<file path="config.mk">
export PLATFORM = sky130hd
export DESIGN_NAME = lc3b_mem_ctrl
export DESIGN_NICKNAME = d
export VERILOG_FILES = /design/src/rtl/lc3b_mem_ctrl.sv
export SDC_FILE = /design/constraint.sdc
export NUM_CORES = 1
export LEC_CHECK = 0
export ABC_AREA = 0
export ABC_CLOCK_PERIOD_IN_PS = 1860
export CAP_MARGIN = 10
export CORE_MARGIN = 8
export CORE_UTILIZATION = 42
export CTS_BUF_LIST = sky130_fd_sc_hd__clkbuf_16
export DETAILED_ROUTE_END_ITERATION = 10
export PLACE_DENSITY = 0.8
export REMOVE_ABC_BUFFERS = 1
export SYNTH_ARGS = -nofsm -noshare
export SYNTH_HDL_FRONTEND = slang
export SYNTH_SLANG_ARGS = --single-unit
</file>
<file path="constraint.sdc">
create_clock -name clk_50 -period 1.86 [get_ports clk_50]
set_input_delay 0.372 -clock clk_50 [delete_from_list [all_inputs] [get_ports clk_50]]
set_output_delay 0.372 -clock clk_50 [all_outputs]
set_load 0.01 [all_outputs]
</file>
<file path="src/rtl/lc3b_mem_ctrl.sv">
// lc3b_mem_ctrl: load/store sequencer between the LC-3b control FSM and memory.
// Accepts one request at a time, runs the mem_en/mem_r handshake, and handles
// byte-lane enables, byte-store replication, LDB byte steering, misaligned
// word detection and memory timeouts.
// Optional build macro: LDB_SEXT_EN (byte loads sign-extend instead of zero-extend).
`timescale 1ns/1ps

module lc3b_mem_ctrl #(
    parameter int WAIT_LIMIT = 15
) (
    input  logic        clk_50,
    input  logic        reset,
    input  logic        req,
    input  logic        we,
    input  logic        byte_acc,
    input  logic [15:0] addr,
    input  logic [15:0] wdata,
    output logic        busy,
    output logic        done,
    output logic        err,
    output logic [15:0] rdata,
    output logic [15:0] mem_addr,
    output logic [15:0] mem_wdata,
    output logic        mem_en,
    output logic        mem_we,
    output logic [1:0]  mem_be,
    input  logic [15:0] mem_rdata,
    input  logic        mem_r
);

    typedef enum logic [1:0] {
        IDLE   = 2'd0,
        ACCESS = 2'd1,
        DONE   = 2'd2,
        ERR    = 2'd3
    } state_t;

    state_t      state;
    state_t      next_state;
    logic        cap_we;
    logic        cap_byte;
    logic        cap_lane;
    logic [7:0]  wait_cnt;
    logic        misaligned;
    logic        timeout;
    logic [7:0]  sel_byte;
    logic [15:0] load_value;

    assign misaligned = !byte_acc && addr[0];
    assign timeout    = (wait_cnt == 8'(WAIT_LIMIT - 1));

    // State register
    always_ff @(posedge clk_50) begin
        if (reset) begin
            state <= IDLE;
        end else begin
            state <= next_state;
        end
    end

    // Next-state and handshake/strobe decoding
    always_comb begin
        next_state = state;
        busy       = 1'b0;
        done       = 1'b0;
        err        = 1'b0;
        mem_en     = 1'b0;
        mem_we     = 1'b0;
        mem_be     = 2'b00;
        case (state)
            IDLE: begin
                if (req) begin
                    next_state = misaligned ? ERR : ACCESS;
                end
            end
            ACCESS: begin
                busy   = 1'b1;
                mem_en = 1'b1;
                mem_we = cap_we;
                mem_be = cap_byte ? (cap_lane ? 2'b10 : 2'b01) : 2'b11;
                if (mem_r) begin
                    next_state = DONE;
                end else if (timeout) begin
                    next_state = ERR;
                end
            end
            DONE: begin
                busy       = 1'b1;
                done       = 1'b1;
                next_state = IDLE;
            end
            ERR: begin
                busy       = 1'b1;
                done       = 1'b1;
                err        = 1'b1;
                next_state = IDLE;
            end
            default: next_state = IDLE;
        endcase
    end

    // Capture the request; address and store data stay frozen for the whole access
    always_ff @(posedge clk_50) begin
        if (reset) begin
            cap_we    <= 1'b0;
            cap_byte  <= 1'b0;
            cap_lane  <= 1'b0;
            mem_addr  <= 16'h0000;
            mem_wdata <= 16'h0000;
        end else if (state == IDLE && req) begin
            cap_we    <= we;
            cap_byte  <= byte_acc;
            cap_lane  <= addr[0];
            mem_addr  <= {addr[15:1], 1'b0};
            mem_wdata <= byte_acc ? {wdata[7:0], wdata[7:0]} : wdata;
        end
    end

    // Count ACCESS cycles spent without mem_r; cleared whenever not in ACCESS
    always_ff @(posedge clk_50) begin
        if (reset) begin
            wait_cnt <= 8'd0;
        end else if (state == ACCESS && !mem_r) begin
            wait_cnt <= wait_cnt + 8'd1;
        end else begin
            wait_cnt <= 8'd0;
        end
    end

    // Steer the addressed byte to the low lane and extend it for LDB
    always_comb begin
        sel_byte = cap_lane ? mem_rdata[15:8] : mem_rdata[7:0];
`ifdef LDB_SEXT_EN
        load_value = cap_byte ? {{8{sel_byte[7]}}, sel_byte} : mem_rdata;
`else
        load_value = cap_byte ? {8'h00, sel_byte} : mem_rdata;
`endif
    end

    // Load result register, updated only when a load completes normally
    always_ff @(posedge clk_50) begin
        if (reset) begin
            rdata <= 16'h0000;
        end else if (state == ACCESS && mem_r && !cap_we) begin
            rdata <= load_value;
        end
    end

endmodule

</file>
Word-level counts from Yosys, hierarchy flattened. Index checks and enable logic that the tools add are counted.

Register bits: 60. Bits in latches: 0. RAM bits: 0. Memory bits (read-only): 0. Input port bits: 54. Output and inout bits: 55. Word-level logic and storage cells: 45. Memories kept: 0.

$add $sub $neg: 1. Multiply operators: 0. Div/mod/pow operators: 0. Order comparisons: 0. Equal/unequal tests: 6. Shift operators: 0. Multiplexer cells: 16. Bitwise logic cells: 1. Reductions and logical operators: 13.

Operator list (number): $mux 16 (2); $mux 2 (7); $add 8x1->8 const B (1); $eq 8x4->1 const B (1); $mux 8 (1); $pmux 2 s3 (1); $logic_and 1x1->1 (5); $mux 1 (5); $eq 2x2->1 const B (2); $reduce_or 2->1 (2); $logic_not 1->1 (3); $ne 3x3->1 const B (1); $reduce_or 3->1 (1); $eq 2x1->1 const B (1); $logic_not 2->1 (1); $ne 2x2->1 const B (1); $reduce_and 2->1 (1); $not 1->1 (1).

Depth between registers and ports, before layout. Gate-level depths: netlist (run 1).

Depth after elaboration: 5. Mapped depth: 6. Depth with buffers taken out: 4.

Worst setup path before layout (run 1). Ideal clock, no wire load.

Kind: register to register. Start point: register state[0]. End point: register mem_addr[10]. Library setup time: 0.132 ns. Arrival: 1.160 ns. Required time: 1.728 ns. Path slack: 0.568 ns. Stages on the path, launching flop included: 7. Buffers on the path: 3. Clock period less this slack: 1.292 ns. Cell sequence: dfxtp_1 -> buf_4 -> or3b_1 -> buf_6 -> buf_6 -> nand2_1 -> a21oi_1.

Cells in the longest elaborated chain, start to end: 2.

RTL lines: start: declaration (line 38) `state_t state;`; start signal: assignment (line 57) `state <= next_state;`; $logic_not 2->1 (line 110) `end else if (state == IDLE && req) begin`; $logic_and 1x1->1 (line 110); end signal: assignment (line 114) `mem_addr <= {addr[15:1], 1'b0};`; end: declaration (line 22) `output logic [15:0] mem_addr,`.

No other way between the ends. A chain may end at the register's enable or synchronous reset.

Final worst setup path (run 1).
Start point: register state[1]. End point: output port busy.

Cells in the longest elaborated chain, start to end: 3. Elaborated cells on any way between the ends: 5. Classes of those cells: eq/ne (3); mux (1); reduce/logical (1).

RTL lines: $eq 2x1->1 or $eq 2x2->1 (tied branches) (line 70) `case (state)`; $reduce_or 3->1 (no source line) *; $mux 1 * (line 70); end: declaration (line 18) `output logic busy,`.

Every way passes the cells marked *; elsewhere a longest branch is shown, timed or not.

==> run_results.csv, run 1 <==
group,metric,value,unit
clocking,htree_levels,3,
global_route,grt_start_max_net_pins,53,
synth,synth_edf_count,0,
drt,routed_via_density,5.00,
floorplan,core_area,0.00585,sq mm
timing,finalHoldViolCount,0,
placed_design,routabilityCongestion,0.744,
worst_setup_path,worstSetupStartpointType,"flop",
placed_design,place_ws,0.0772,ns
final_layout,fill_cells,481,
worst_setup_path,critical_path.cell_chain,"or2_2, clkdlybuf4s50_1",
worst_setup_path,end_kind,"primary output",
final_layout,area_delta_synth_final,54.9,%
power_and_ir_drop,ir_worst_vdd,0.000553,V
power_and_ir_drop,p_sw,0.820,mW
timing,clock.fmax,557,MHz
worst_setup_path,worst_path_max_delay_cell,"clkdlybuf4s50_1",
worst_setup_path,worstPathArrival,1.42,ns
global_route,grt_pass1_wl,11600,microns
drt,wl,7020,microns
global_route,grt-ovfl-total,0,
drt,first_iter_violations,109,
status,status,"completed",
synth,synth.distinct_cells,34,
placed_design,io_buffers,107,
power_and_ir_drop,power,3.39,mW
synth,ys.flop_type,"dfxtp_1",
synth,syn_area,0.00250,sq mm
worst_setup_path,required,1.49,ns
power_and_ir_drop,swShare,24.2,%
drt,ant_nets,0,
floorplan,die_height,93.2,microns
timing,skew,0.00357,ns
synth,synth-seq-cells,60,
synth,ys_async_sr_fraction,0,%
synth,yosys_warnings,0,
timing,fin_crit_sh,96.6,%
worst_setup_path,worstSetupPathType,"flop to primary output",
global_route,grt_usage,16.7,%
power_and_ir_drop,p_int,2.57,mW
worst_setup_path,path_max_fanout,6,
floorplan,die_w,93.2,microns
power_and_ir_drop,clock_power_share,40.9,%
floorplan,start_util,42.8,%
synth,syn-mean-instance-area,8.54,sq um
worst_hold_path,hp-class,"flop to flop",
drt,post_drt_wl_per_cell,14.8,microns
timing,fin_ws,0.0641,ns
timing,rsz0062_at_grt,"false",
timing,finalSetupTns,0,ns
clocking,worstSkewPairLatency,0.32,ns
synth,syn_inst,293,
clocking,cts_buffer_depth,2,
drt,firstDrtPassIters,4,
worst_setup_path,slowest_delay,0.48,ns
synth,yosysSeqAreaShare,48.0,%
worst_setup_path,critical-path-top-delay-family,"buffers and inverters",
timing,holdWs,0.450,ns
power_and_ir_drop,seqPwrFrac,41.6,%
drt,via_count,2381,
job,maxCapViolations,0,
floorplan,die_area,0.00869,sq mm
global_route,grt_pass1_vias,2363,
final_layout,diodes,0,
clocking,clkTransAtPathRegs,0.05,ns
clocking,clock-root-buffer,"clkbuf_16",
worst_setup_path,regToRegSetupSlack,0.48,ns
power_and_ir_drop,powerDensity,873,mW/mm^2
clocking,cts_num_sinks,60,
drt,drc,0,
placed_design,hpwlAfterDp,5210,microns
power_and_ir_drop,leakage,1.46,nW
global_route,antenna_found_initial,0,
timing,final_max_slew_viol_count,0,
final_layout,nets,453,
worst_setup_path,worst-path-buf-inv,1,
clocking,cts_tree,"yes",
clocking,ctsHoldBuffers,0,
timing,setup_viol,0,
floorplan,num_rows,28,
floorplan,io_pins,109,
timing,fin_crit,1.80,ns
clocking,cts_made_buffers,9,
final_layout,drive_gt1_share,7.98,%
power_and_ir_drop,p_comb_share,17.5,%
[power groups by stage]
stage               sequential (mW)  combinational [mW]  clock, mW
floorplan                      1.47               0.174          0
global placement               1.43               0.592          0
detailed placement             1.43               0.602          0
CTS                            1.41               0.602       1.42
global route                   1.42               0.646       1.47
finish                         1.41               0.593       1.38
[area by class of cell]
class / instances / area (sq um) / share of cell area (%)
repair buffers: 118 / 1180 / 30.6
flip-flops and latches: 60 / 1200 / 31.0
multi-input cells: 204 / 1130 / 29.2
clock buffers: 9 / 225 / 5.81
clock inverters: 6 / 25.0 / 0.645
inverters: 4 / 15.0 / 0.387
well taps: 75 / 93.8 / 2.42
[metal layers]
metal	GRT usage, %	vias up	routed length (microns)
li1	-	1201	-
met1	18.3	1081	2890
met2	27.8	88	3400
met3	5.29	11	570
met4	10.1	0	157
met5	0	-	0
[layout by cell type (no fill, tap or decap), types with 4 or more instances in the layout]
cell type        netlist  final
inv_1                  4      6
a311oi_2               4      4
a211oi_1               9      9
nor2_1                22     22
or3_1                  4      4
clkbuf_16              0      9
nand2_1               70     70
nand3b_1               8      8
nand3_1               11     11
mux2i_1                9      9
dfxtp_1               60     59
clkdlybuf4s50_1        0    102
buf_4                  3      8
a21oi_1               40     40
o21ai_0                4      4
[worst min-delay path: cells and delay by family (launching register included)]
kind | cells | cell delay, ns
flops | 1 | 0.30
simple gates | 1 | 0.05
compound gates | 1 | 0.05
[cell families (layout without fill, tap and decap cells)]
logic type,after synthesis,count (layout),synth area share (%)
AO/OA/AOI/OAI,61,61,15.2
XOR/XNOR,3,3,1.05
adder cells (fa/ha/maj),2,2,0.999
buffers and inverters,29,137,6.85
flip-flops,60,60,48.0
multiplexers,9,9,3.60
other,1,1,0.150
AND/OR/NAND/NOR,128,128,24.2
[registers in the layout (all words and copies together) (netlist names)]
register and cells:
cap_byte 1, cap_lane 1, cap_we 1, state 2, mem_wdata 16, wait_cnt 8, mem_addr 15, rdata 16
[Yosys cell counts (2+ instances only)]
cell      instances  area, sq um
dfxtp_1          60         1200
buf_6             6         67.6
a21oi_1          40          200
inv_1             4         15.0
nand4_1           2         12.5
xor2_1            2         17.5
mux2i_1           9         90.1
a211oi_1          9         67.6
buf_2             5         25.0
or3_1             4         25.0
clkbuf_1         10         37.5
nand3_1          11         55.1
and2_1            2         12.5
o21ai_0           4         20.0
a311oi_2          4         60.1
nand3b_1          8         60.1
nand2_1          70          263
nor2_1           22         82.6
ha_1              2         25.0
a311oi_1          3         26.3
buf_4             3         22.5
[repair_timing]
action                                  in CTS  in global routing
endpoints found under the hold margin        0                  0
endpoints found under the setup margin       4                  1
setup buffers                                0                  0
gates resized for setup                      4                  1
[worst paths after layout]
kind | endpoint | depth (start not counted) | from
worst max register to register | mem_addr[4]$_SDFFE_PP0P_ | 5 | state[1]$_SDFFE_PP0P_
worst min register to register | rdata[14]$_SDFFE_PP0P_ | 2 | rdata[14]$_SDFFE_PP0P_
worst max-delay path | busy | 2 | state[1]$_SDFFE_PP0P_
worst min-delay path | rdata[14]$_SDFFE_PP0P_ | 2 | rdata[14]$_SDFFE_PP0P_
[stage by stage]
step	cells	area (sq um)	utilization (%)
floorplan	268	2350	-
global placement	461	3630	62.0
detailed placement	461	3630	62.0
CTS	476	3870	66.2
global route	476	3880	66.3
finish	476	3880	66.3
Power figures use the tool's default switching activity.
==> run 2, diff against run 1 <==
--- a/config.mk
+++ b/config.mk
@@ -6,7 +6,6 @@
 export NUM_CORES = 1
 export LEC_CHECK = 0
 export ABC_AREA = 0
-export ABC_CLOCK_PERIOD_IN_PS = 1860
 export CAP_MARGIN = 10
 export CORE_MARGIN = 8
 export CORE_UTILIZATION = 42
==> results of run 2 <==
The final DEF is identical to that of run 1; final timing and power are the same.
==> run 3, diff against run 2 <==
--- a/config.mk
+++ b/config.mk
@@ -13,6 +13,7 @@
 export DETAILED_ROUTE_END_ITERATION = 10
 export PLACE_DENSITY = 0.8
 export REMOVE_ABC_BUFFERS = 1
+export SLEW_MARGIN = 20
 export SYNTH_ARGS = -nofsm -noshare
 export SYNTH_HDL_FRONTEND = slang
 export SYNTH_SLANG_ARGS = --single-unit
==> results of run 3 <==
The final DEF is identical to that of run 1; final timing and power are the same.
